### src/rtl/riscv_pkg.sv
// Shared fetch-stage constants and types.
package riscv_pkg;

  localparam int PC_W    = 8;   // program-counter / byte-address width
  localparam int INSTR_W = 32;  // instruction word width
  localparam int PC_INC  = 4;   // sequential fetch step in bytes

  // Fetch control states
  typedef enum logic [1:0] {
    S_IDLE  = 2'd0,
    S_RUN   = 2'd1,
    S_FAULT = 2'd2
  } fetch_state_e;

  // Next-PC source select
  typedef enum logic [1:0] {
    PC_HOLD  = 2'd0,
    PC_INCR  = 2'd1,
    PC_REDIR = 2'd2
  } pc_sel_e;

  // A redirect target must be word aligned
  function automatic logic is_misaligned(input logic [1:0] lsb);
    return lsb != 2'b00;
  endfunction

endpackage

### src/rtl/pc_gen.sv
// Next-PC mux (hold / +4 / redirect) and redirect alignment check.
module pc_gen
  import riscv_pkg::*;
#(
  parameter int PC_W = riscv_pkg::PC_W
) (
  input  logic [PC_W-1:0] pc_i,
  input  pc_sel_e         sel_i,
  input  logic [PC_W-1:0] target_i,
  output logic [PC_W-1:0] pc_next_o,
  output logic            misaligned_o
);

  // Increment wraps naturally at PC_W bits; no overflow flag is wanted
  always_comb begin
    pc_next_o = pc_i;
    unique case (sel_i)
      PC_INCR:  pc_next_o = pc_i + PC_W'(PC_INC);
      PC_REDIR: pc_next_o = target_i;
      default:  pc_next_o = pc_i;
    endcase
  end

  assign misaligned_o = is_misaligned(target_i[1:0]);

endmodule

### src/rtl/inst_fetch.sv
// Instruction fetch: PC register, one-entry output beat register toward
// decode, redirect/flush handling, sticky misalignment fault, beat counter.
module inst_fetch
  import riscv_pkg::*;
#(
  parameter int            PC_W     = riscv_pkg::PC_W,
  parameter logic [PC_W-1:0] RESET_PC = '0
) (
  input  logic               clk,
  input  logic               rst_n,
  output logic [PC_W-1:0]    imem_addr,
  input  logic [INSTR_W-1:0] imem_data,
  input  logic               redirect_valid,
  input  logic [PC_W-1:0]    redirect_target,
  output logic               out_valid,
  input  logic               out_ready,
  output logic [INSTR_W-1:0] out_instr,
  output logic [PC_W-1:0]    out_pc,
  output logic               misalign_err,
  output logic [15:0]        fetch_count
);

  fetch_state_e       state_q;
  logic [PC_W-1:0]    pc_q, pc_d;
  logic               out_valid_q;
  logic [INSTR_W-1:0] out_instr_q;
  logic [PC_W-1:0]    out_pc_q;
  logic               err_q;
  logic [15:0]        cnt_q;

  logic    misaligned;
  logic    redir_ok, redir_bad;
  logic    accept, load;
  pc_sel_e pc_sel;

  // Redirects are ignored once faulted; only reset leaves FAULT
  assign redir_ok  = redirect_valid && !misaligned && (state_q != S_FAULT);
  assign redir_bad = redirect_valid &&  misaligned && (state_q != S_FAULT);
  assign accept    = out_valid_q && out_ready;
  // A redirect always wins over loading a new beat in the same cycle
  assign load      = (state_q == S_RUN) && !redirect_valid &&
                     (!out_valid_q || out_ready);

  // Select the next-PC source
  always_comb begin
    pc_sel = PC_HOLD;
    if (redir_ok)  pc_sel = PC_REDIR;
    else if (load) pc_sel = PC_INCR;
  end

  pc_gen #(.PC_W(PC_W)) u_pc_gen (
    .pc_i         (pc_q),
    .sel_i        (pc_sel),
    .target_i     (redirect_target),
    .pc_next_o    (pc_d),
    .misaligned_o (misaligned)
  );

  // Fetch FSM with registered beat, fault flag and counter
  always_ff @(posedge clk) begin
    if (!rst_n) begin
      state_q     <= S_IDLE;
      pc_q        <= RESET_PC;
      out_valid_q <= 1'b0;
      out_instr_q <= '0;
      out_pc_q    <= '0;
      err_q       <= 1'b0;
      cnt_q       <= '0;
    end else begin
      pc_q <= pc_d;
      // A beat taken by decode counts even if a redirect flushes this cycle
      if (accept && cnt_q != 16'hFFFF) cnt_q <= cnt_q + 16'd1;
      unique case (state_q)
        S_IDLE: begin
          out_valid_q <= 1'b0;
          if (redir_bad) begin
            err_q   <= 1'b1;
            state_q <= S_FAULT;
          end else begin
            state_q <= S_RUN;
          end
        end
        S_RUN: begin
          if (redir_bad) begin
            err_q       <= 1'b1;
            out_valid_q <= 1'b0;
            state_q     <= S_FAULT;
          end else if (redir_ok) begin
            out_valid_q <= 1'b0;
          end else if (load) begin
            out_valid_q <= 1'b1;
            out_instr_q <= imem_data;
            out_pc_q    <= pc_q;
          end
        end
        default: begin
          out_valid_q <= 1'b0;
          state_q     <= S_FAULT;
        end
      endcase
    end
  end

  assign imem_addr    = pc_q;
  assign out_valid    = out_valid_q;
  assign out_instr    = out_instr_q;
  assign out_pc       = out_pc_q;
  assign misalign_err = err_q;
  assign fetch_count  = cnt_q;

endmodule

### config.mk
export PLATFORM = sky130hd
export DESIGN_NAME = inst_fetch
export DESIGN_NICKNAME = d
export VERILOG_FILES = /design/src/rtl/riscv_pkg.sv /design/src/rtl/pc_gen.sv /design/src/rtl/inst_fetch.sv
export SDC_FILE = /design/constraint.sdc
export NUM_CORES = 1
export LEC_CHECK = 0
export CAP_MARGIN = 10
export CORE_ASPECT_RATIO = 1.2
export CORE_MARGIN = 2
export CORE_UTILIZATION = 46
export DETAILED_ROUTE_END_ITERATION = 16
export PLACE_DENSITY = 0.81
export SLEW_MARGIN = 15
export SYNTH_ARGS = -nofsm -noshare
export SYNTH_HDL_FRONTEND = slang
export SYNTH_SLANG_ARGS = --single-unit
### constraint.sdc
create_clock -name clk -period 2.4 [get_ports clk]
set_input_delay 0.24 -clock clk [delete_from_list [all_inputs] [get_ports clk]]
set_output_delay 0.24 -clock clk [all_outputs]
set_load 0.02 [all_outputs]
==> flow_summary_export.csv, run 1 <==
group,metric,value,unit
yosys,yosys_register_bits,68,
grt,grt_pass1_wl,11290,um
cts,cts_tree,"yes",
grt,grt.overflow.total,0,
sta,worst_slack,0.5438,ns
route,drt_iter0_markers,153,
floorplanning,core_region_area,5630,um2
route,wl_per_cell,13.64,um
grt,antenna_found_initial,0,
worst_setup_path,critPathKind,"reg -> reg",
place,port_buffers,109,
grt,use_met2,0.3742,
sta,period_share,0.7734,
yosys,synth_top_cell_by_area,"dfxtp_1",
yosys,synth_cell_types,37,
route,routed_via_density,5.410,
route,ant_nets,0,
yosys,ys_seq_area_frac,0.5072,
cts,cts-resized-gates,0,
final_layout,finalNonFillerCells,510,
worst_setup_path,required,2.60,ns
route,drt-total-wl,6958,um
yosys,yosysTopAreaCellShare,0.5072,
grt,grtUsageTotal,0.2214,
cts,numCtsBuffers,9,
power,p_per_area,585.7,nW/um2
cts,cts-root-buf,"clkbuf_8",
floorplanning,die-area,6464,um2
grt,use_met1,0.2701,
place,dp_hpwl,5064,um
yosys,syn-cell-area,2684,um2
power,switchingPower,551.9,uW
outcome,status,"finished clean",
yosys,syn_nets,378,
cts,clkTransAtPathRegs,0.07,ns
route,dr.pass1.iters,4,
hold_path,holdCritPathClass,"in -> reg",
yosys,async_flop_share,0,
route,via_count,2759,
sta,timing.clock.skew,0.007598,ns
place,place_congestion,0.8627,
cts,hold_buffers,0,
worst_setup_path,crit_path_end_kind,"register",
route,drc_errors,0,
sta,final_max_slew_viol_count,0,
final_layout,nNetsFinal,487,
flow_run,drv_cap,0,
floorplanning,num_rows,30,
worst_setup_path,startpoint_type,"register",
power,worst_ir_drop_vdd,0.4293,mV
yosys,yosysMostFrequentCell,"nand2_1",
sta,slew_headroom,0.6678,
cts,cts_sinks,68,
sta,fin_setup_tns,0,ns
grt,grt_busiest_layer,"met2",
yosys,synth.area.top_cells,"dfxtp_1, nand2_1, a21oi_1",
sta,rsz0062_at_grt,"false",
power,sw_frac_of_total,0.2321,
final_layout,area_delta_synth_final,51.28,%
worst_setup_path,cp_max_fo,5,
worst_setup_path,critPathArrivalTime,2.06,ns
power,seq_power_share,0.495,
yosys,synth-edff-count,0,
yosys,synthFlopType,"dfxtp_1",
sta,tightest_slew,0.4966,ns
sta,finalSetupViolations,0,
yosys,synth_cells,332,
sta,fin_crit,1.856,ns
floorplanning,die_w,73.73,um
floorplanning,die_h,87.68,um
yosys,syn_area_per_cell,8.084,um2
floorplanning,start_util,0.4767,
place,dpl_worst_slack,0.2341,ns
yosys,yosysWarnings,0,
final_layout,utilization,0.7211,
grt,grt_pass1_vias,2441,
power,clkPwrFrac,0.398,
final_layout,drive_gt1_frac,0.05157,
cts,cts_buffer_depth,2,
yosys,ys_top_cells_by_count,"nand2_1, dfxtp_1, a21oi_1, clkbuf_1",
sta,finalHoldViolCount,0,
cts,clk_latency,0.34,ns
grt,grt_max_degree,45,
power,combPwrFrac,0.107,
floorplanning,pin_count,110,
power,internal-power,1.826,mW
cts,post_cts_buffers,0,
place,dp.cells,494,
grt,gr-usage-met3,0.05178,
cts,cts_htree_levels,3,
sta,fmax,538.7,MHz
final_layout,antenna_cells,0,
power,power.leakage,1.385,nW
cells in the final DEF (no fill, tap or decap), types with 2 or more instances in the layout:
cell type / synthesis / routed
dfxtp_1: 68 / 68
and4_1: 2 / 2
nand3_1: 8 / 8
nand4_1: 6 / 6
nor3_1: 2 / 2
buf_4: 0 / 6
and3_1: 4 / 4
clkinv_2: 0 / 2
a22oi_1: 2 / 2
inv_1: 3 / 3
o31ai_1: 2 / 2
a21oi_1: 52 / 52
nor4_1: 4 / 4
or4_1: 3 / 3
ha_1: 2 / 2
clkdlybuf4s50_1: 0 / 109
xnor2_1: 2 / 2
o41ai_1: 2 / 2
or3_1: 6 / 6
nand2b_1: 8 / 8
nand2_1: 96 / 96
nor2_1: 10 / 10
a31oi_1: 2 / 2
mux2i_1: 6 / 6
o21ai_0: 10 / 10
clkbuf_8: 0 / 11
nor2b_1: 3 / 3
layout make-up:
type / count / area (um2)
Clock buffer: 12 / 155.1
Timing Repair Buffer: 116 / 1156
Fill cell: 481 / 1570
Multi-Input combinational cell: 242 / 1245
Clock inverter: 4 / 47.55
Sequential cell: 68 / 1361
Tap cell: 64 / 80.08
Inverter: 4 / 15.01
cell families after synthesis:
group / share of synthesized area
mux: 0.02238
compound gates: 0.1632
buf+inv: 0.03123
simple gates: 0.2601
xor+xnor: 0.006528
fa+ha+maj: 0.009323
flops: 0.5072
critical path: stages (launching register included):
cell	delay, ns
dfxtp_1	0.39
ha_1	0.20
nand4_1	0.18
nor3_1	0.43
nor3_1	0.10
a2111oi_0	0.42
power groups by stage:
stage | combinational, mW | clock [mW] | sequential (mW)
detailed placement | 0.256 | 0 | 1.20
global route | 0.276 | 1.01 | 1.18
floorplan | 0.0773 | 0 | 1.23
finish | 0.254 | 0.947 | 1.18
CTS | 0.257 | 0.966 | 1.18
global placement | 0.253 | 0 | 1.20
worst paths after layout:
check                                       end  cells past startpoint            from  slack, ns
worst max-delay path            fetch_count[13]                      5  fetch_count[0]       0.54
worst min-delay path              out_instr[13]                      3   imem_data[13]       0.44
worst max register to register  fetch_count[13]                      5  fetch_count[0]       0.54
worst min register to register    out_instr[17]                      2   out_instr[17]       0.45
per-stage QoR:
| stage | instance area, um2 | power (mW) | hold slack (ns) |
|---|---|---|---|
| after floorplan | 2684 | 1.308 | 0.3760 |
| after global placement | 3857 | 1.454 | 0.4407 |
| after detailed placement | 3857 | 1.459 | 0.4455 |
| after CTS | 4060 | 2.400 | 0.4385 |
| after global routing | 4060 | 2.470 | 0.4540 |
| final | 4060 | 2.378 | 0.4439 |
per-layer routing:
layer | wire length (um) | share of wire
met1 | 2884 | 0.41
met2 | 3429 | 0.49
met3 | 527 | 0.076
met4 | 116 | 0.017
met5 | 0 | 0
registers in the layout (all words and copies together), names as in the netlist:
register / count
out_instr: 32
fetch_count: 16
imem_addr: 8
out_pc: 8
state_q: 2
misalign_err: 1
out_valid: 1
Note: power is estimated with default switching activity, not from simulation.
==> run 2: changes to the inputs <==
--- a/config.mk
+++ b/config.mk
@@ -8,9 +8,9 @@
 export CAP_MARGIN = 10
 export CORE_ASPECT_RATIO = 1.2
 export CORE_MARGIN = 2
-export CORE_UTILIZATION = 46
+export CORE_UTILIZATION = 38
 export DETAILED_ROUTE_END_ITERATION = 16
-export PLACE_DENSITY = 0.81
+export PLACE_DENSITY = 0.71
 export SLEW_MARGIN = 15
 export SYNTH_ARGS = -nofsm -noshare
 export SYNTH_HDL_FRONTEND = slang
==> constraint.sdc (replaced) <==
create_clock -name clk -period 1.7 [get_ports clk]
set_input_delay 0.17 -clock clk [delete_from_list [all_inputs] [get_ports clk]]
set_output_delay 0.17 -clock clk [all_outputs]
set_load 0.02 [all_outputs]
==> run 2 against run 1 <==
- clock-buffer cell count fell by 2
- sequential power grew 41%
- wire length grew 4.5%
- die area up 20%
- highest routed layer unchanged
- register-to-register slack got worse by 0.42 ns
- global-route usage down 2.9 points
- critical path depth shrank 3
- non-clock buffer count increased by 26
- setup slack worse by 0.44 ns
==> flow_summary_export.csv, run 2 (synthesis results as in run 1) <==
group,metric,value,unit
sta,whs,0.3823,ns
place,place_congestion,0.8609,
place,port_buffers,109,
worst_setup_path,critPathArrivalTime,1.42,ns
cts,cts_buffer_depth,2,
final_layout,final_cell_mix,"clkdlybuf4s50_1, nand2_1, dfxtp_1",
cts,clkTransAtPathRegs,0.08,ns
cts,cts_sinks,68,
final_layout,antenna_cells,0,
worst_setup_path,critPathSlowestCell,"clkdlybuf4s50_1",
worst_setup_path,crit_path_end_kind,"primary output",
cts,numCtsBuffers,9,
worst_setup_path,crit_chain,"buf_4, clkdlybuf4s50_1",
route,dr.pass1.iters,4,
grt,grt_max_degree,27,
worst_setup_path,slowest_delay,0.60,ns
sta,final_max_slew_viol_count,0,
worst_setup_path,critPathKind,"reg -> out",
floorplanning,num_rows,33,
outcome,status,"finished clean",
final_layout,drive_gt1_frac,0.1144,
sta,finalHoldViolCount,0,
worst_setup_path,cp_max_fo,3,
floorplanning,core_region_area,6854,um2
final_layout,utilization,0.6292,
grt,grt_pass1_wl,11680,um
route,wl_per_cell,13.01,um
final_layout,finalNonFillerCells,559,
sta,tightest_slew,0.4100,ns
sta,finalSetupViolations,0,
power,p_per_area,745.2,nW/um2
power,finalPower,3.214,mW
sta,fin_crit,1.591,ns
floorplanning,pin_count,110,
route,routed_via_density,4.959,
cts,cts_tree,"yes",
floorplanning,die_w,80.72,um
floorplanning,start_util,0.3916,
sta,period_share,0.9362,
power,worst_ir_drop_vdd,0.4243,mV
sta,slew_headroom,0.7259,
grt,antenna_found_initial,0,
flow_run,drv_cap,0,
grt,grt_pass1_vias,2581,
place,dp.cells,540,
sta,rsz0062_at_grt,"true",
sta,fmax,628.3,MHz
route,via_count,2772,
floorplanning,die_h,96.06,um
cts,cts_htree_levels,3,
route,drc_errors,0,
sta,fin_setup_tns,0,ns
hold_path,holdCritPathClass,"in -> reg",
floorplanning,die-area,7753,um2
power,power.leakage,1.511,nW
place,dp_hpwl,5440,um
route,drt-total-wl,7273,um
worst_setup_path,required,1.53,ns
route,ant_nets,0,
final_layout,nNetsFinal,513,
cts,cts-root-buf,"clkbuf_8",
grt,grt.overflow.total,0,
final_layout,largest_reg_flops,32,
sta,timing.clock.skew,0.008920,ns
cts,clk_latency,0.33,ns
final_layout,mostFrequentLayoutCell,"clkdlybuf4s50_1",
cts,hold_buffers,0,
route,drt_iter0_markers,119,
worst_setup_path,startpoint_type,"register",
final_layout,area_delta_synth_final,60.70,%
grt,grtUsageTotal,0.1925,
[run 2: what timing repair did]
| item | 4_1_cts | 5_1_grt |
|---|---|---|
| endpoints found under the setup margin | 0 | 4 |
| buffers inserted | 0 | 3 |
| endpoints found under the hold margin | 0 | 0 |
| resized for setup | 0 | 2 |
[run 2: worst paths after layout]
kind                  startpoint  slack [ns]  depth (start not counted)             end
setup reg to reg  fetch_count[0]        0.12                          6  fetch_count[9]
hold / removal     imem_data[31]        0.38                          3   out_instr[31]
hold reg to reg        out_pc[2]        0.46                          2       out_pc[2]
setup / recovery    imem_addr[2]        0.11                          2    imem_addr[2]
[run 2: worst max-delay path: cells and delay by family (launching register included)]
family | cells | cell delay (ns)
buffers and inverters | 2 | 0.74
flip-flops | 1 | 0.36
[run 2: through the flow]
| step | instance area, um2 | worst slack [ns] |
|---|---|---|
| after detailed placement | 4109 | -0.1787 |
| after floorplan | 2704 | 0.01523 |
| after global placement | 4109 | -0.1345 |
| after CTS | 4287 | 0.07678 |
| after global routing | 4313 | -0.004247 |
| final | 4313 | 0.1085 |
[run 2: layout make-up]
class,instances,area (um2)
clock buffers,10,137.6
clock inverters,6,40.04
fillers,629,2541
inverters,4,15.01
multi-input cells,242,1257
flip-flops and latches,68,1365
well taps,87,108.9
repair buffers,142,1389
[run 2: routing by layer]
| metal | share of wire | global-route usage |
|---|---|---|
| met1 | 0.44 | 0.2298 |
| met2 | 0.50 | 0.3354 |
| met3 | 0.049 | 0.04784 |
| met4 | 0.0067 | 0.06780 |
| met5 | 0 | 0 |
[run 2: where the power goes]
part / leakage, nW / internal (mW) / switching [mW]
clock: 0.0920 / 0.566 / 0.596
combinational: 0.867 / 0.218 / 0.178
sequential: 0.552 / 1.63 / 0.0256
total: 1.51 / 2.41 / 0.799
==> run 3: changes to the inputs <==
==> constraint.sdc (replaced) <==
create_clock -name clk -period 1.4 [get_ports clk]
set_input_delay 0.14 -clock clk [delete_from_list [all_inputs] [get_ports clk]]
set_output_delay 0.14 -clock clk [all_outputs]
set_load 0.02 [all_outputs]
==> run 3 against run 2 <==
- the flow now finishes with violations (setup timing)
- non-clock buffer count is 5 higher
- register-to-register slack worse by 0.22 ns
- clock-buffer cell count is 1 higher
- utilization is 1.5 points higher
- sequential share of layout area is 0.17 points higher
- combinational power is 16% higher
- cell count is 0.72% higher
- setup slack worse by 0.21 ns
- clock skew is 0.0015 ns higher
- die area stayed put
- first-iteration DRC count is 5.9% higher
- critical path type is now reg -> reg
- largest cell class is now flip-flops and latches
- largest power group unchanged
==> flow_summary_export.csv, run 3 (synthesis results as in run 1) <==
group,metric,value,unit
final_layout,drive_gt1_frac,0.1744,
power,switchingPower,977.7,uW
sta,period_share,1.070,
final_layout,largest_reg_flops,32,
worst_setup_path,reg2reg_from,"out_valid",
worst_setup_path,crit_path_end_kind,"register",
sta,slew_headroom,0.7741,
route,wl_per_cell,13.60,um
power,internal-power,2.985,mW
cts,numCtsBuffers,9,
power,p_per_area,897.4,nW/um2
floorplanning,num_rows,33,
sta,tightest_slew,0.3345,ns
place,postPlaceCellArea,4189,um2
hold_path,holdCritPathClass,"in -> reg",
final_layout,nNetsFinal,518,
hold_path,min_to,"out_instr[5]",
cts,hold_buffers,0,
final_layout,final_cell_mix,"nand2_1, dlygate4sd2_1, dfxtp_1",
place,place_congestion,0.8199,
sta,fin_crit,1.498,ns
sta,finalHoldViolCount,0,
floorplanning,pin_count,110,
final_layout,antenna_cells,0,
route,dr.pass1.iters,4,
sta,finalSetupViolations,14,
place,dpl_worst_slack,-0.5396,ns
cts,cts_htree_levels,3,
worst_setup_path,reg2regPathDepth,4,
worst_setup_path,critPathSlowestCell,"or4_1",
cts,cts-root-buf,"clkbuf_8",
cts,cts_buffer_depth,2,
hold_path,holdCritStartpoint,"imem_data[5]",
hold_path,worstHoldPathCells,3,
cts,clkTransAtPathRegs,0.08,ns
grt,grt.overflow.total,0,
grt,grt_pass1_wl,12130,um
outcome,violations,"setup timing",
power,seq_power_share,0.503,
floorplanning,die_h,96.06,um
sta,rsz0062_at_grt,"true",
sta,whs,0.3426,ns
cts,cts_sinks,68,
worst_setup_path,r2r-end,"imem_addr[7]",
route,drt-total-wl,7658,um
final_layout,finalNonFillerCells,563,
grt,grt_pass1_vias,2674,
route,ant_nets,0,
power,sw_frac_of_total,0.2467,
cts,cts_tree,"yes",
sta,fmax,667.7,MHz
place,dp_hpwl,5219,um
worst_setup_path,required,1.67,ns
route,drc_errors,0,
final_layout,fillCellCount,664,
final_layout,multi_input_area,1335,um2
floorplanning,die_w,80.72,um
flow_run,drv_cap,0,
worst_setup_path,slowest_delay,0.42,ns
route,routed_via_density,5.030,
worst_setup_path,critPathKind,"reg -> reg",
final_layout,mostFrequentLayoutCell,"nand2_1",
sta,fin_setup_tns,-0.4987,ns
floorplanning,die-area,7753,um2
outcome,status,"finished, violations left",
floorplanning,start_util,0.3916,
place,dp.cells,544,
final_layout,postLayoutCellArea,4415,um2
sta,worst_slack,-0.09765,ns
worst_setup_path,startpoint_type,"register",
sta,final_max_slew_viol_count,0,
grt,antenna_found_initial,0,
final_layout,regArea,1405,um2
floorplanning,core_region_area,6854,um2
place,port_buffers,109,
route,drt_iter0_markers,126,
grt,grtUsageTotal,0.2001,
power,worst_ir_drop_vdd,0.7204,mV
worst_setup_path,cp_max_fo,4,
grt,grt_max_degree,50,
route,via_count,2832,
power,combPwrFrac,0.116,
worst_setup_path,rrSetupSlack,-0.1,ns
final_layout,area_delta_synth_final,64.52,%
worst_setup_path,critPathArrivalTime,1.77,ns
power,power.leakage,1.897,nW
sta,timing.clock.skew,0.01044,ns
cts,clk_latency,0.34,ns
power,clkPwrFrac,0.381,
worst_setup_path,crit_chain,"nor2b_4, or3_4, or4_1, a31oi_1",
==> run 3: changes by cell type in the layout (fill, tap and decap cells not counted), moves of 3 or more <==
cell | before | now
buf_6 | 0 | 3
clkdlybuf4s50_1 | 109 | 42
dfxtp_1 | 67 | 53
dfxtp_2 | 0 | 5
dfxtp_4 | 1 | 10
dlygate4sd2_1 | 0 | 66
o21ai_0 | 10 | 7
o21ai_1 | 0 | 3
==> run 3: final cells by class <==
| class | instances | area share |
|---|---|---|
| flip-flops and latches | 68 | 0.3182 |
| repair buffers | 147 | 0.3097 |
| multi-input cells | 242 | 0.3024 |
| clock buffers | 11 | 0.03684 |
| well taps | 87 | 0.02465 |
| clock inverters | 4 | 0.004817 |
| inverters | 4 | 0.003400 |
==> run 3: critical path: cells and delay by family (launching register included) <==
kind | cells | cell delay [ns]
flip-flops | 1 | 0.35
AO/OA/AOI/OAI | 1 | 0.16
AND/OR/NAND/NOR | 3 | 0.93
==> run 3: worst max path at each step <==
stage / startpoint / endpoint / depth (start not counted)
after floorplan: out_valid / imem_addr[7] / 5
after global placement: out_ready / imem_addr[4] / 6
after detailed placement: out_ready / fetch_count[13] / 4
after CTS: out_valid / imem_addr[7] / 4
after global routing: fetch_count[1] / fetch_count[11] / 4
final: out_valid / imem_addr[7] / 4
==> run 3: layer usage <==
metal | part of all wire | routed length, um | global-route usage | vias up
met3 | 0.059 | 451 | 0.05816 | 11
met4 | 0.013 | 97 | 0.07768 | 0
met1 | 0.44 | 3351 | 0.2364 | 1312
met5 | 0 | 0 | 0 | -
met2 | 0.49 | 3756 | 0.3417 | 84
li1 | - | - | - | 1425
==> run 3: timing repair <==
item	4_1_cts	5_1_grt
endpoints found under the setup margin	122	43
setup buffers	4	2
resized for setup	76	7
pin swaps	5	3
cloned	1	0
==> run 3: power groups by stage <==
| stage | combinational, mW | sequential (mW) | clock (mW) |
|---|---|---|---|
| 4_1_cts | 0.461 | 1.99 | 1.55 |
| 2_1_floorplan | 0.136 | 2.09 | 0 |
| 5_1_grt | 0.499 | 2.00 | 1.64 |
| 3_3_place_gp | 0.468 | 2.04 | 0 |
| 3_5_place_dp | 0.473 | 2.04 | 0 |
| 6_report | 0.461 | 1.99 | 1.51 |
==> run 3: through the flow <==
step	util	total power [mW]
after global routing	0.6442	4.139
after floorplan	-	2.227
final	0.6442	3.963
after CTS	0.6367	4.008
after global placement	0.6112	2.504
after detailed placement	0.6112	2.511
